--- src/rtl/hll_pkg.sv ---
// Shared types and sizing for the HLL k-mer front end.
package hll_pkg;

  localparam int unsigned KMER_K     = 31;
  localparam int unsigned KMER_W     = 2 * KMER_K;
  localparam int unsigned PIPE_LAT   = 8;
  localparam int unsigned FIFO_DEPTH = 16;
  localparam int unsigned FILL_W     = $clog2(KMER_K + 1);
  localparam int unsigned CREDIT_W   = $clog2(FIFO_DEPTH + 1);

  typedef logic [KMER_W-1:0] kmer_t;
  typedef logic [1:0]        base_t;

  localparam base_t BASE_A = 2'd0;
  localparam base_t BASE_C = 2'd1;
  localparam base_t BASE_G = 2'd2;
  localparam base_t BASE_T = 2'd3;

  typedef enum logic {FLUSH, RUN} sched_state_e;

  typedef struct packed {
    logic  last;
    kmer_t kmer;
  } kmer_entry_t;

endpackage

--- src/rtl/kmer_fifo.sv ---
// Synchronous FIFO with a registered head (show-ahead) output.
// Optional KMER_SCHED_STATS_EN adds an overflow assertion.
module kmer_fifo #(
  parameter int unsigned WIDTH = 63,
  parameter int unsigned DEPTH = 16
) (
  input  logic             clk,
  input  logic             rst_n,
  input  logic             wr_en,
  input  logic [WIDTH-1:0] wr_data,
  input  logic             rd_en,
  output logic [WIDTH-1:0] rd_data,
  output logic             rd_valid
);

  localparam int unsigned PTR_W = $clog2(DEPTH);
  localparam int unsigned CNT_W = $clog2(DEPTH + 1);

  logic [WIDTH-1:0] mem [DEPTH];
  logic [PTR_W-1:0] wr_ptr;
  logic [PTR_W-1:0] rd_ptr;
  logic [PTR_W-1:0] rd_ptr_next;
  logic [CNT_W-1:0] count;
  logic [CNT_W-1:0] remain;
  logic [CNT_W-1:0] count_next;
  logic             pop;

  always_comb begin
    pop         = rd_en && rd_valid;
    rd_ptr_next = rd_ptr + PTR_W'(pop);
    remain      = count - CNT_W'(pop);
    count_next  = remain + CNT_W'(wr_en);
  end

  always_ff @(posedge clk) begin
    if (wr_en) mem[wr_ptr] <= wr_data;
  end

  // Head register reloads from storage, or bypasses the write when the FIFO drains to empty.
  always_ff @(posedge clk or negedge rst_n) begin
    if (!rst_n) begin
      wr_ptr   <= '0;
      rd_ptr   <= '0;
      count    <= '0;
      rd_valid <= 1'b0;
      rd_data  <= '0;
    end else begin
      if (wr_en) wr_ptr <= wr_ptr + PTR_W'(1);
      rd_ptr   <= rd_ptr_next;
      count    <= count_next;
      rd_valid <= (count_next != '0);
      if (remain == '0) begin
        if (wr_en) rd_data <= wr_data;
      end else begin
        rd_data <= mem[rd_ptr_next];
      end
    end
  end

`ifdef KMER_SCHED_STATS_EN
  always @(posedge clk) begin
    if (rst_n) begin
      assert (!(wr_en && count == CNT_W'(DEPTH)))
        else $error("kmer_fifo write while full");
    end
  end
`endif

endmodule

--- src/rtl/kmer_window_scheduler.sv ---
// Sliding K-base window feeding the canonical_kmer pipe under FIFO credits.
// Define KMER_SCHED_STATS_EN for issue/N-base counters and credit assertions.
module kmer_window_scheduler
  import hll_pkg::*;
(
  input  logic        clk,
  input  logic        rst_n,
  input  base_t       s_base,
  input  logic        s_is_n,
  input  logic        s_last,
  input  logic        s_valid,
  output logic        s_ready,
  output kmer_t       ck_data,
  output logic        ck_valid,
  input  kmer_t       ck_out_data,
  input  logic        ck_out_valid,
  output kmer_t       m_kmer,
  output logic        m_last,
  output logic        m_valid,
  input  logic        m_ready,
  output logic [31:0] stat_kmers,
  output logic [31:0] stat_nbases
);

  localparam int unsigned FLUSH_W = $clog2(PIPE_LAT);

  sched_state_e        state;
  sched_state_e        state_next;
  logic [FLUSH_W-1:0]  flush_cnt;
  logic [FLUSH_W-1:0]  flush_cnt_next;
  kmer_t               win;
  kmer_t               win_next;
  logic [FILL_W-1:0]   fill;
  logic [FILL_W-1:0]   fill_next;
  logic [CREDIT_W-1:0] credit;
  logic [CREDIT_W-1:0] credit_next;
  logic                ck_last;
  logic [PIPE_LAT-1:0] last_sr;
  logic                accept;
  logic                push_base;
  logic                issue;
  logic                pop;
  logic                fifo_wr;
  kmer_entry_t         wr_entry;
  kmer_entry_t         rd_entry;

  always_comb begin
    state_next     = state;
    flush_cnt_next = flush_cnt;
    win_next       = win;
    fill_next      = fill;

    accept    = s_valid && s_ready;
    push_base = accept && !s_is_n;
    issue     = push_base && (fill >= FILL_W'(KMER_K - 1));
    pop       = m_valid && m_ready;

    // Hold off input until any pre-reset results have drained out of the pipe.
    if (state == FLUSH) begin
      flush_cnt_next = flush_cnt + FLUSH_W'(1);
      if (flush_cnt == FLUSH_W'(PIPE_LAT - 1)) state_next = RUN;
    end

    if (push_base) begin
      win_next  = {win[KMER_W-3:0], s_base};
      fill_next = (fill == FILL_W'(KMER_K)) ? fill : fill + FILL_W'(1);
    end else if (accept) begin
      fill_next = '0;
    end
    if (accept && s_last) fill_next = '0;

    credit_next = credit - CREDIT_W'(issue) + CREDIT_W'(pop);
    fifo_wr     = ck_out_valid && (state == RUN);
    wr_entry    = '{last: last_sr[PIPE_LAT-1], kmer: ck_out_data};
  end

  always_ff @(posedge clk or negedge rst_n) begin
    if (!rst_n) begin
      state     <= FLUSH;
      flush_cnt <= '0;
      win       <= '0;
      fill      <= '0;
      credit    <= CREDIT_W'(FIFO_DEPTH);
      s_ready   <= 1'b0;
      ck_valid  <= 1'b0;
      ck_data   <= '0;
      ck_last   <= 1'b0;
      last_sr   <= '0;
    end else begin
      state     <= state_next;
      flush_cnt <= flush_cnt_next;
      win       <= win_next;
      fill      <= fill_next;
      credit    <= credit_next;
      s_ready   <= (state_next == RUN) && (credit_next != '0);
      ck_valid  <= issue;
      ck_last   <= issue && s_last;
      if (issue) ck_data <= win_next;
      // Last flag rides alongside the fixed-latency pipe.
      last_sr   <= {last_sr[PIPE_LAT-2:0], ck_last};
    end
  end

  kmer_fifo #(
    .WIDTH($bits(kmer_entry_t)),
    .DEPTH(FIFO_DEPTH)
  ) u_fifo (
    .clk     (clk),
    .rst_n   (rst_n),
    .wr_en   (fifo_wr),
    .wr_data (wr_entry),
    .rd_en   (m_ready),
    .rd_data (rd_entry),
    .rd_valid(m_valid)
  );

  assign m_kmer = rd_entry.kmer;
  assign m_last = rd_entry.last;

`ifdef KMER_SCHED_STATS_EN
  always_ff @(posedge clk or negedge rst_n) begin
    if (!rst_n) begin
      stat_kmers  <= '0;
      stat_nbases <= '0;
    end else begin
      stat_kmers  <= stat_kmers + 32'(issue);
      stat_nbases <= stat_nbases + 32'(accept && s_is_n);
    end
  end

  always @(posedge clk) begin
    if (rst_n) begin
      assert (credit <= CREDIT_W'(FIFO_DEPTH))
        else $error("credit above FIFO depth");
      assert (!(issue && credit == '0))
        else $error("credit underflow");
    end
  end
`else
  assign stat_kmers  = '0;
  assign stat_nbases = '0;
`endif

endmodule

--- config.mk ---
export PLATFORM = sky130hd
export DESIGN_NAME = kmer_window_scheduler
export DESIGN_NICKNAME = d
export VERILOG_FILES = /design/src/rtl/hll_pkg.sv /design/src/rtl/kmer_fifo.sv /design/src/rtl/kmer_window_scheduler.sv
export SDC_FILE = /design/constraint.sdc
export NUM_CORES = 2
export LEC_CHECK = 0
export ABC_AREA = 1
export CELL_PAD_IN_SITES_DETAIL_PLACEMENT = 1
export CELL_PAD_IN_SITES_GLOBAL_PLACEMENT = 1
export CORE_ASPECT_RATIO = 0.75
export CORE_MARGIN = 2
export CORE_UTILIZATION = 45
export DETAILED_ROUTE_END_ITERATION = 10
export DONT_BUFFER_PORTS = 1
export MAX_ROUTING_LAYER = met4
export PLACE_DENSITY = 0.74
export SLEW_MARGIN = 20
export SYNTH_ARGS = -nofsm -noshare
export SYNTH_HDL_FRONTEND = slang
export SYNTH_SLANG_ARGS = --single-unit
--- constraint.sdc ---
create_clock -name clk -period 16.4 [get_ports clk]
set_input_delay 1.64 -clock clk [delete_from_list [all_inputs] [get_ports clk]]
set_output_delay 1.64 -clock clk [all_outputs]
set_load 0.02 [all_outputs]
* Word-level counts from Yosys, hierarchy flattened *
Memory sizes are Yosys's and may differ from the RTL's.
Cells that the tools add are included.

word-level totals
  output and inout port bits = 192
  memories kept = 1
  register bits = 226
  RAM bits = 1008

operators by class
  eq/ne operators = 4
  multiplexer cells = 11
  add/subtract/negate cells = 8
  magnitude comparators = 1
  reduce and logical (&&, ||, !) cells = 14

memories
  name        words  bits a word  read ports  clocked after Yosys merged registers in  wr ports  line             text
  u_fifo.mem  16     63           1           0                                        1         kmer_fifo.sv:19  logic [WIDTH-1:0] mem [DEPTH];

operator list
  cell                   count
  $mux W63               2
  $mux W62               1
  $mux W5                4
  $add A5 B1 Y5          2
  $reduce_bool A5 Y1     2
  $sub A5 B1 Y5          2
  $logic_and A1 B1 Y1    8
  $add A5 B1 Y5 const B  1
  $eq A5 B5 Y1 const B   1
  $ge A5 B5 Y1 const B   1
  $logic_not A5 Y1       1
  $add A4 B1 Y4          1
  $add A4 B1 Y4 const B  1
  $mux W1                4
  $add A3 B1 Y3 const B  1
  $eq A3 B3 Y1 const B   1
  $ne A3 B2 Y1 const B   1
  $reduce_bool A3 Y1     1
  $ne A2 B1 Y1 const B   1
  $reduce_and A2 Y1      1
  $logic_not A1 Y1       1

* Longest topological paths before layout *
  depth after elaboration = 7
  mapped depth = 16
  mapped depth without buffers = 15

* Modules after synthesis *
From an unflattened synthesis, not the netlist that was laid out.

unflattened totals
  cells, all modules = 5060
  area total of the unflattened synthesis = 52152.5 µm²

modules (own cells, without submodules)
  module                 times used  area an instance (µm²)  cells an instance  sequential area each (µm²)
  kmer_fifo              1           45922.8                 4360               32195.9
  kmer_window_scheduler  1           6229.7                  700                3729.8

* Worst setup path before layout *
Ideal clock, no wire load.

  path type = input to register
  start point = input port ck_out_valid
  end point = memory u_fifo.mem[11][0], enable pin
  path slack = 9.349 ns
  cell stages on the path = 4
  arrival = 6.489 ns
  path buffers = 2
  library setup time = 0.561 ns
  cells stage by stage = nand2_1 > buf_2 > buf_2 > nor3_1

on the way
  word-level cells in the longest chain between the ends = 3

RTL lines
  element                        line                         text
  start, declared                kmer_window_scheduler.sv:16  input logic ck_out_valid,
  $logic_and A1 B1 Y1            kmer_window_scheduler.sv:73  fifo_wr = ck_out_valid && (state == RUN);
  $mux W1                        kmer_fifo.sv:36              if (wr_en) mem[wr_ptr] <= wr_data;
  $mux W1 (not written as such)  kmer_fifo.sv:36
  end, declared                  kmer_fifo.sv:19

Every way passes these cells.

* Worst setup path in the final report *
  start point = input port m_ready
  end point = register u_fifo.rd_data[16]

on the way
  word-level cells in the longest chain between the ends = 4

RTL lines
  element                    line                         text
  start, declared            kmer_window_scheduler.sv:20  input logic m_ready,
  $logic_and A1 B1 Y1        kmer_fifo.sv:29              pop = rd_en && rd_valid;
  $add A4 B1 Y4              kmer_fifo.sv:30              rd_ptr_next = rd_ptr + PTR_W'(pop);
  via u_fifo.rd_ptr_next[0]  kmer_fifo.sv:22              logic [PTR_W-1:0] rd_ptr_next;
  $mem_v2 Z16 W63            -
  $mux W63                   kmer_fifo.sv:52              if (remain == '0) begin
  end signal, assigned       kmer_fifo.sv:53              if (wr_en) rd_data <= wr_data;
  end signal, assigned       kmer_fifo.sv:55              rd_data <= mem[rd_ptr_next];
  end, declared              kmer_fifo.sv:12              output logic [WIDTH-1:0] rd_data,

The timed path passes the listed nets, and every way through them passes these cells.
A chain may end at the register's enable or synchronous reset.

==> impl_metrics.json <==
{
  "status": "complete, no violations",
  "startpoint_type": "input pin",
  "arrival_ns": 5.70,
  "reg2reg_from": "u_fifo.rd_valid$_DFF_PN0_",
  "r2r_slack_ns": 11.68,
  "hold_slack_ns": 0.351,
  "clock_power_share": 0.253,
  "setup_ws_ns": 11.33,
  "clkTransAtPathRegs_ns": 0.07,
  "synth_ff_type": "edfxtp_1",
  "internal_power_w": 0.00651,
  "skew_ns": 0.0241,
  "slowest_stage": "buf_4",
  "diodes": 0,
  "routed_wl_mm": 150,
  "tns_ns": 0,
  "crit_fanout": 128,
  "seq_area_frac_synth": 0.689,
  "coreArea_um2": 115000,
  "synth.area.top_cells": "edfxtp_1 (58%), nand2_1 (13%), dfrtp_1 (11%)",
  "rr_worst_depth": 13,
  "netlist-cell-type-count": 29,
  "holdPathEnd": "last_sr[2]$_DFF_PN0_",
  "min_from": "last_sr[1]$_DFF_PN0_",
  "vias": 35433,
  "drc": 0,
  "power.share.sequential": 0.377,
  "max_stage_delay_ns": 0.82,
  "dr.pass1.iters": 5,
  "path_cells": "nand2_1 > inv_1 > ha_4 > inv_8 > buf_4 > buf_4 > nand2_1 > nand3_1 > nand3_1 > nand3_1 > nand3_1 > nand2_1 > inv_1",
  "worstPathRequired_ns": 17.03,
  "setup_viol": 0,
  "critPathTopFamily": "buffers and inverters",
  "hold_class": "reg -> reg",
  "ir_drop_mv": 0.308,
  "comb_power_share": 0.370,
  "synth_edf_count": 1008,
  "cts_max_path_buffers": 3,
  "cp_num_buf_inv": 5,
  "yosysMostFrequentCell": "nand2_1",
  "fin_crit_ns": 5.07,
  "syn_area_um2": 52100,
  "synthCells": 4989,
  "dp_worst_setup_slack_ns": 10.71,
  "hold_depth": 0,
  "path_class": "in -> reg",
  "finalWeightedCongestion": 0.745,
  "grt_pass1_vias": 37193,
  "worst_pin_slew_ns": 1.13,
  "hold_violations": 0,
  "rows": 108,
  "power_leakage_nw": 24.7,
  "crit_top_cell": "nand3_1",
  "synth_top_area_cell": "edfxtp_1",
  "syn_to_final_growth_pct": 10.2,
  "cts_tree": "yes",
  "io_buffers": 0,
  "start_util": 0.452,
  "swShare": 0.410,
  "post_cts_resized": 0,
  "ys_top_cells_by_count": "nand2_1 (1792), edfxtp_1 (1008), nand3_1 (769)",
  "synthArstFlopShare": 0.183,
  "vias_per_cell": 5.41,
  "slew_violations": 0,
  "ys_warn_count": 0,
  "postRouteAntennaNets": 0,
  "die_h_um": 299,
  "finalCritPeriodShare": 0.309,
  "ios": 263,
  "relSlewSlack": 0.248,
  "drive_gt1_frac": 0.0523,
  "routedWlPerCell_um": 22.9,
  "synth_top_area_share": 0.581,
  "synth.avg_cell_area_um2": 10.4,
  "power.density_nw_per_um2": 192,
  "switching_power_w": 0.00453,
  "die_area_um2": 119000,
  "grt_max_degree": 227,
  "end_kind": "register",
  "cts_root_buf": "clkbuf_16",
  "cts.sink_count": 1234,
  "synth-seq-cells": 1234,
  "r2r_end": "u_fifo.rd_data[16]$_DFFE_PN0P_",
  "holdBufCountCts": 0,
  "drtIter0Drc": 2885,
  "rsz0062_at_grt": "false",
  "fin_cells": 6549,
  "maxCapViolations": 0,
  "die_x_um": 397,
  "grt_overflow": 0,
  "dpl.hpwl_mm": 76.0,
  "globalRouteTotalUtil": 0.262,
  "layout.nets": 4999,
  "htree_levels": 3,
  "antenna_found_initial": 3,
  "clk_latency_ns": 0.74,
  "cts_setup_buffers": 0,
  "post-place-cells": 6326,
  "max_freq_ghz": 0.197,
  "cts_buffers": 119,
  "grt_pass1_wl_mm": 228
}
[layer usage]
layer	vias up	global-route usage	wire, µm
li1	16017	-	-
met1	18195	0.343	64500
met2	962	0.421	72100
met3	259	0.0471	9910
met4	0	0.0718	3610
met5	-	-	0
[power groups by stage]
| stage | clock, W | combinational [W] | sequential (W) |
|---|---|---|---|
| after global routing | 0.00295 | 0.00456 | 0.00420 |
| after floorplan | 0 | 0.00276 | 0.00413 |
| final | 0.00279 | 0.00409 | 0.00416 |
| after detailed placement | 0 | 0.00406 | 0.00423 |
| after CTS | 0.00283 | 0.00410 | 0.00417 |
| after global placement | 0 | 0.00391 | 0.00421 |
[how the worst max path moves through the flow]
stage	slack, ns	startpoint	end	cells after the start
after floorplan	9.35	ck_out_valid	u_fifo.mem[11][0]$_DFFE_PP_	4
after global placement	10.88	m_ready	u_fifo.rd_data[15]$_DFFE_PN0P_	13
after detailed placement	10.71	m_ready	u_fifo.rd_data[21]$_DFFE_PN0P_	14
after CTS	11.50	m_ready	u_fifo.rd_data[16]$_DFFE_PN0P_	13
after global routing	11.12	m_ready	u_fifo.rd_data[16]$_DFFE_PN0P_	13
final	11.33	m_ready	u_fifo.rd_data[16]$_DFFE_PN0P_	13
[sequential cells by signal, summed over array words and instances (netlist names)]
name,count
u_fifo.wr_ptr,4
ck_valid,1
state,1
u_fifo.count,5
s_ready,1
u_fifo.rd_valid,1
ck_data,62
fill,5
ck_last,1
flush_cnt,3
u_fifo.rd_data,63
credit,5
win,62
u_fifo.rd_ptr,4
u_fifo.mem,1008
last_sr,8
[per-stage QoR]
| stage | total power (W) | util | cell area [µm²] |
|---|---|---|---|
| finish | 0.0110 | 0.498 | 57400 |
| detailed placement | 0.00829 | 0.464 | 53500 |
| CTS | 0.0111 | 0.498 | 57400 |
| global route | 0.0117 | 0.498 | 57400 |
| floorplan | 0.00689 | - | 52300 |
| global placement | 0.00812 | 0.464 | 53500 |
[cells by family after synthesis]
family,synth area share
flip-flops,0.689
multiplexers,0.0125
other,0.0000720
AO/OA/AOI/OAI,0.00872
buffers and inverters,0.0718
adder cells (fa/ha/maj),0.00495
AND/OR/NAND/NOR,0.210
XOR/XNOR,0.00233
[cell usage in the layout (no fill, tap or decap), drive strengths merged]
master and count:
a21o 1, a21oi 6, a31oi 60, buf 56
bufinv 8, clkbuf 178, clkinv 34, clkinvlp 2
conb 64, dfrtp 225, dfstp 1, edfxtp 1008
fa 1, ha 19, inv 604, mux2 2
mux2i 63, nand2 1792, nand3 769, nand4 2
nor2 88, nor3 4, o21ai 7, o22ai 1
or2 1, xnor2 5, xor2 8
[final cells by class]
type / instances / area (µm²)
clock buffers: 178 / 3480
clock inverters: 44 / 449
fillers: 12413 / 57800
inverters: 604 / 2290
multi-input cells: 2893 / 12900
flip-flops and latches: 1234 / 35900
well taps: 1540 / 1930
repair buffers: 56 / 495
No activity file was read; power rests on OpenSTA's default activity.
